**src/rtl/fifo_bank_np_if.sv**
```systemverilog
// fifo_bank_np_if: bundle of the per-port write/read handshake and the status
// outputs of the fifo_bank_np router input-buffer bank.
//   master modport : the link receivers / arbiter side (drives writes, pops, clear_err)
//   slave  modport : the FIFO bank itself
// Signals (port i occupies slice i of each vector):
//   data_in/valid_in    write flits and write requests
//   ready_in            pop requests from the arbiter
//   data_out/valid_out  head flit (first-word fall-through) and non-empty
//   full_out/afull_out  count == DEPTH / count >= AFULL_THRESH
//   pressure_out        per-port occupancy, CW bits per port
//   overflow_out        sticky "write dropped while full"
//   clear_err           clears every overflow_out bit
//   peak_out            only when FIFO_BANK_PEAK_EN is defined
interface fifo_bank_np_if #(
  parameter int NUM_PORTS = 5,
  parameter int DEPTH     = 8,
  parameter int DATASIZE  = 40
);
  localparam int CW = $clog2(DEPTH) + 1;

  logic [NUM_PORTS*DATASIZE-1:0] data_in;
  logic [NUM_PORTS-1:0]          valid_in;
  logic [NUM_PORTS-1:0]          ready_in;
  logic [NUM_PORTS*DATASIZE-1:0] data_out;
  logic [NUM_PORTS-1:0]          valid_out;
  logic [NUM_PORTS-1:0]          full_out;
  logic [NUM_PORTS-1:0]          afull_out;
  logic [NUM_PORTS*CW-1:0]       pressure_out;
  logic [NUM_PORTS-1:0]          overflow_out;
  logic                          clear_err;
`ifdef FIFO_BANK_PEAK_EN
  logic [NUM_PORTS*CW-1:0]       peak_out;

  modport master (
    output data_in, valid_in, ready_in, clear_err,
    input  data_out, valid_out, full_out, afull_out, pressure_out, overflow_out, peak_out
  );
  modport slave (
    input  data_in, valid_in, ready_in, clear_err,
    output data_out, valid_out, full_out, afull_out, pressure_out, overflow_out, peak_out
  );
`else
  modport master (
    output data_in, valid_in, ready_in, clear_err,
    input  data_out, valid_out, full_out, afull_out, pressure_out, overflow_out
  );
  modport slave (
    input  data_in, valid_in, ready_in, clear_err,
    output data_out, valid_out, full_out, afull_out, pressure_out, overflow_out
  );
`endif
endinterface

```
**src/rtl/fifo_bank_np.sv**
```systemverilog
// fifo_bank_np: NUM_PORTS independent first-word-fall-through FIFOs used as the
// input buffers of a router. Each FIFO reports its occupancy (pressure), full,
// almost-full and a sticky overflow flag.
// Ports:
//   fifo_clk : clock, all state updates on the rising edge
//   rst_n    : asynchronous active-low reset (storage array is not reset)
//   bus      : fifo_bank_np_if.slave -- data/valid/ready per port, status outputs,
//              shared clear_err
// Optional feature: define FIFO_BANK_PEAK_EN to add bus.peak_out, the per-port
// maximum count seen since reset or the last clear_err.
// The interface instance must be built with the same NUM_PORTS/DEPTH/DATASIZE.
module fifo_bank_np #(
  parameter int NUM_PORTS    = 5,
  parameter int DEPTH        = 8,
  parameter int DATASIZE     = 40,
  parameter int AFULL_THRESH = 6
) (
  input logic           fifo_clk,
  input logic           rst_n,
  fifo_bank_np_if.slave bus
);
  localparam int CW = $clog2(DEPTH) + 1;
  localparam int AW = $clog2(DEPTH);

  generate
    for (genvar gi = 0; gi < NUM_PORTS; gi++) begin : g_port
      logic [DATASIZE-1:0] mem [DEPTH];
      logic [AW-1:0]       wptr_reg;
      logic [AW-1:0]       rptr_reg;
      logic [CW-1:0]       count_reg;
      logic                ovf_reg;
      logic                full;
      logic                not_empty;
      logic                rd;
      logic                wr;
      logic                drop;

      assign full      = (count_reg == CW'(DEPTH));
      assign not_empty = (count_reg != '0);
      assign rd        = bus.ready_in[gi] && not_empty;
      // A same-cycle pop frees a slot, so a full FIFO still accepts a write.
      assign wr        = bus.valid_in[gi] && (!full || rd);
      assign drop      = bus.valid_in[gi] && !wr;

      // Storage carries no reset so it can map onto plain RAM.
      always_ff @(posedge fifo_clk) begin
        if (wr) begin
          mem[wptr_reg] <= bus.data_in[gi*DATASIZE +: DATASIZE];
        end
      end

      always_ff @(posedge fifo_clk or negedge rst_n) begin
        if (!rst_n) begin
          wptr_reg  <= '0;
          rptr_reg  <= '0;
          count_reg <= '0;
          ovf_reg   <= 1'b0;
        end else begin
          if (wr) wptr_reg <= wptr_reg + AW'(1);
          if (rd) rptr_reg <= rptr_reg + AW'(1);
          case ({wr, rd})
            2'b10:   count_reg <= count_reg + CW'(1);
            2'b01:   count_reg <= count_reg - CW'(1);
            default: count_reg <= count_reg;
          endcase
          // A new drop wins over a simultaneous clear.
          if (drop)               ovf_reg <= 1'b1;
          else if (bus.clear_err) ovf_reg <= 1'b0;
        end
      end

      // All status outputs decode the same registered count, so they agree.
      assign bus.valid_out[gi]                     = not_empty;
      assign bus.full_out[gi]                      = full;
      assign bus.afull_out[gi]                     = (count_reg >= CW'(AFULL_THRESH));
      assign bus.pressure_out[gi*CW +: CW]         = count_reg;
      assign bus.overflow_out[gi]                  = ovf_reg;
      assign bus.data_out[gi*DATASIZE +: DATASIZE] = not_empty ? mem[rptr_reg] : '0;

`ifdef FIFO_BANK_PEAK_EN
      logic [CW-1:0] peak_reg;

      // Tracks the registered count, so a new maximum shows one cycle after
      // the count reaches it. clear_err restarts tracking from the live count.
      always_ff @(posedge fifo_clk or negedge rst_n) begin
        if (!rst_n) begin
          peak_reg <= '0;
        end else if (bus.clear_err) begin
          peak_reg <= count_reg;
        end else if (count_reg > peak_reg) begin
          peak_reg <= count_reg;
        end
      end

      assign bus.peak_out[gi*CW +: CW] = peak_reg;
`endif
    end
  endgenerate
endmodule

```
**src/flat_wrapper.sv**
```systemverilog
// flat-port wrapper written by rule: the top's interface ports become plain ports
module fifo_bank_np_flat 
#(
  parameter int NUM_PORTS    = 5,
  parameter int DEPTH        = 8,
  parameter int DATASIZE     = 40,
  parameter int AFULL_THRESH = 6
)
  (fifo_clk, rst_n, bus_data_in, bus_valid_in, bus_ready_in, bus_clear_err, bus_data_out, bus_valid_out, bus_full_out, bus_afull_out, bus_pressure_out, bus_overflow_out);
  fifo_bank_np_if #(.NUM_PORTS(NUM_PORTS), .DEPTH(DEPTH), .DATASIZE(DATASIZE)) bus_i ();
  input logic fifo_clk;
  input logic rst_n;
  input wire logic [$bits(bus_i.data_in)-1:0] bus_data_in;
  input wire logic [$bits(bus_i.valid_in)-1:0] bus_valid_in;
  input wire logic [$bits(bus_i.ready_in)-1:0] bus_ready_in;
  input wire logic [$bits(bus_i.clear_err)-1:0] bus_clear_err;
  output wire logic [$bits(bus_i.data_out)-1:0] bus_data_out;
  output wire logic [$bits(bus_i.valid_out)-1:0] bus_valid_out;
  output wire logic [$bits(bus_i.full_out)-1:0] bus_full_out;
  output wire logic [$bits(bus_i.afull_out)-1:0] bus_afull_out;
  output wire logic [$bits(bus_i.pressure_out)-1:0] bus_pressure_out;
  output wire logic [$bits(bus_i.overflow_out)-1:0] bus_overflow_out;
  assign bus_i.data_in = bus_data_in;
  assign bus_i.valid_in = bus_valid_in;
  assign bus_i.ready_in = bus_ready_in;
  assign bus_i.clear_err = bus_clear_err;
  assign bus_data_out = bus_i.data_out;
  assign bus_valid_out = bus_i.valid_out;
  assign bus_full_out = bus_i.full_out;
  assign bus_afull_out = bus_i.afull_out;
  assign bus_pressure_out = bus_i.pressure_out;
  assign bus_overflow_out = bus_i.overflow_out;
  fifo_bank_np #(.NUM_PORTS(NUM_PORTS), .DEPTH(DEPTH), .DATASIZE(DATASIZE), .AFULL_THRESH(AFULL_THRESH)) u_core (.fifo_clk(fifo_clk), .rst_n(rst_n), .bus(bus_i));
endmodule
```
**config.mk**
```make
export PLATFORM = sky130hd
export DESIGN_NAME = fifo_bank_np_flat
export DESIGN_NICKNAME = d
export VERILOG_FILES = /design/src/rtl/fifo_bank_np_if.sv /design/src/rtl/fifo_bank_np.sv /design/src/flat_wrapper.sv
export SDC_FILE = /design/constraint.sdc
export NUM_CORES = 2
export LEC_CHECK = 0
export CORE_ASPECT_RATIO = 1.5
export CORE_MARGIN = 2
export CORE_UTILIZATION = 39
export DETAILED_ROUTE_END_ITERATION = 8
export HOLD_SLACK_MARGIN = 0.1
export SYNTH_ARGS = -nofsm -noshare
export SYNTH_HDL_FRONTEND = slang
export SYNTH_SLANG_ARGS = --single-unit
```
**constraint.sdc**
```tcl
create_clock -name fifo_clk -period 7.2 [get_ports fifo_clk]
set_input_delay 1.44 -clock fifo_clk [delete_from_list [all_inputs] [get_ports fifo_clk]]
set_output_delay 1.44 -clock fifo_clk [all_outputs]
set_load 0.1 [all_outputs]
```
==> impl_metrics.yaml <==
routing:
  vias_per_cell: 5.22
  vias: 29700
  avgRoutedWirePerCell_microns: 25.1
  ant_nets: 0
  remaining_drc_errors: 0
  drt_iter0_markers: 1675
  totalWireLength_microns: 143000
  firstDrtPassIters: 5
yosys:
  synthCells: 2909
  ys_types: 48
  yosys_register_bits: 1655
  async_flop_share_pct: 3.32
  synth_edf_count: 1600
  ys_seq_area_share_pct: 77.0
  yosys_warnings: 0
  synth.area.top_cells: "edfxtp_1 75%, mux4_2 14%, mux2i_1 3.1%, dfrtp_1 2.1%, nor2_1 1.3%"
  synth_top_area_share_pct: 74.8
  syn_area_sq_um: 64200
  yosysMostFrequentCell: "edfxtp_1"
  yosys.area.top_type: "edfxtp_1"
  synth_area_per_cell_sq_um: 22.1
  synth_nets: 3147
  synthFlopType: "edfxtp_1"
  synth_commonest_cells: "1600 x edfxtp_1, 400 x mux4_2, 230 x nor2_1, 202 x mux2i_1"
die:
  fp-row-count: 182
  start_util_pct: 39.2
  io_pins: 453
  core_area_sq_um: 164000
  dieArea_sq_um: 168000
  die_w_microns: 335
  die_y_microns: 501
critical_path:
  path_max_fanout: 48
  endpoint_kind: "output port"
  required_ns: 5.76
  cp.arrival_ns: 4.23
  cp-start-kind: "flop"
  path_class: "flop to output port"
  reg2reg_slack_ns: 3.60
timing:
  slew_viol_final: 0
  fin_crit_sh_pct: 78.8
  setup_viol: 0
  rsz0062_at_grt: "no"
  max_freq_ghz: 0.176
  finalHoldViolCount: 0
  fin_skew_ns: 0.0393
  fin_setup_tns_ns: 0
  worst_slew_pin_slew_ns: 1.25
  period_needed_ns: 5.67
  relSlewSlack_pct: 15.9
grt:
  grt_max_degree: 69
  grt_usage_pct: 17.0
  grt_pass1_wl_microns: 210000
  antenna_found_initial: 42
  grt_pass1_vias: 31700
  grt_overflow: 0
clock_tree:
  post_cts_resized: 0
  postCtsHoldBufs: 0
  cts_tree: "done"
  clk-insertion-delay-late_ns: 0.80
  numCtsBuffers: 158
  cts-root-buf: "clkbuf_16"
  post_cts_buffers: 0
  cts_max_level: 4
  ctsLongestPathBuffers: 3
  path_clk_slew_ns: 0.06
  cts_sinks: 1655
finish:
  fin_cells: 5690
  synthToLayoutAreaGrowth_pct: 19.2
  largest_reg_flops: 1600
  drive_gt1_share_pct: 22.4
  fin_nets: 3676
place:
  dp.cells: 5394
  portBuffers: 452
  place.gp.congestion: 0.736
  hpwl_microns: 82300
worst_hold_path:
  hold_class: "flop to flop"
run:
  max_cap_violations: 0
outcome:
  status: "complete, no violations"
-- worst max-delay path, stage by stage, from the launching register on --
cell and delay, ns:
dfrtp_4 1.09, buf_4 0.52, mux4_2 0.56, mux2i_1 0.22, nor2_1 0.06, clkdlybuf4s50_1 0.97
-- stage by stage --
stage	worst slack (ns)	util [%]	instance area, sq um	hold WS, ns
6_report	1.53	46.7	76500	0.513
5_1_grt	1.23	46.7	76500	0.527
4_1_cts	1.33	46.7	76500	0.516
3_5_place_dp	2.22	43.6	71400	0.496
3_3_place_gp	2.23	43.6	71400	0.497
2_1_floorplan	1.11	-	64200	0.480
-- cells by family (layout without fill, tap and decap cells) --
group / after synthesis / count (layout) / share of synthesized area (%)
flip-flops: 1655 / 1655 / 77.0
adder cells (fa/ha/maj): 25 / 25 / 0.499
XOR/XNOR: 41 / 41 / 0.559
multiplexers: 611 / 611 / 17.4
AO/OA/AOI/OAI: 46 / 46 / 0.546
AND/OR/NAND/NOR: 344 / 344 / 2.47
buffers and inverters: 187 / 841 / 1.59
other: 0 / 11 / 0
-- area by class of cell --
cell class                      instances  area, sq um
Antenna cell                           11         27.5
Clock buffer                          204         4160
Clock inverter                         81          926
Fill cell                           13600        87200
Inverter                               21         98.8
Multi-Input combinational cell       1067        14000
Sequential cell                      1655        49500
Tap cell                             2116         2650
Timing Repair Buffer                  535         5180
-- routing by layer --
metal | vias to the layer above | global-route usage [%] | part of all wire (%)
li1 | 13000 | - | -
met1 | 15700 | 21.3 | 41
met2 | 742 | 28.1 | 49
met3 | 248 | 5.52 | 7.6
met4 | 64 | 5.22 | 2.1
met5 | - | 0 | 0.26
-- layout by cell type (no fill, tap or decap), types with 8 or more instances in the layout --
master and count:
dfrtp_4 10, clkdlybuf4s50_1 447, clkinv_2 23, nand2_2 8, nand2_1 33, nor2_1 215
mux2i_1 202, dfrtp_1 40, buf_4 84, nand2b_1 15, xnor2_1 20, a21oi_1 9
xor2_1 21, clkbuf_16 158, clkinv_16 9, clkinv_1 28, mux4_2 400, ha_1 24
diode_2 11, nor3b_1 8, bufinv_16 10, clkbuf_1 43, edfxtp_1 1600, nor3_2 18
nor2_4 15, inv_1 11
-- worst paths after layout --
kind                                                                start                                        end  cells after the start
worst max-delay path             u_core.g_port[4].rptr_reg[0]$_DFFE_PN0P_                          bus_data_out[197]                      5
worst min-delay path                 u_core.g_port[3].ovf_reg$_DFFE_PN0P_       u_core.g_port[3].ovf_reg$_DFFE_PN0P_                      1
worst max register to register  u_core.g_port[0].count_reg[2]$_DFFE_PN0P_  u_core.g_port[0].count_reg[2]$_DFFE_PN0P_                     10
worst min register to register       u_core.g_port[3].ovf_reg$_DFFE_PN0P_       u_core.g_port[3].ovf_reg$_DFFE_PN0P_                      1
max in group asynchronous                                           rst_n   u_core.g_port[2].rptr_reg[1]$_DFFE_PN0P_                      2
min in group asynchronous                                           rst_n  u_core.g_port[3].count_reg[3]$_DFFE_PN0P_                      1
Power is not shown: default switching activity piles up to over one toggle a cycle in this logic, so the estimate is an artifact.
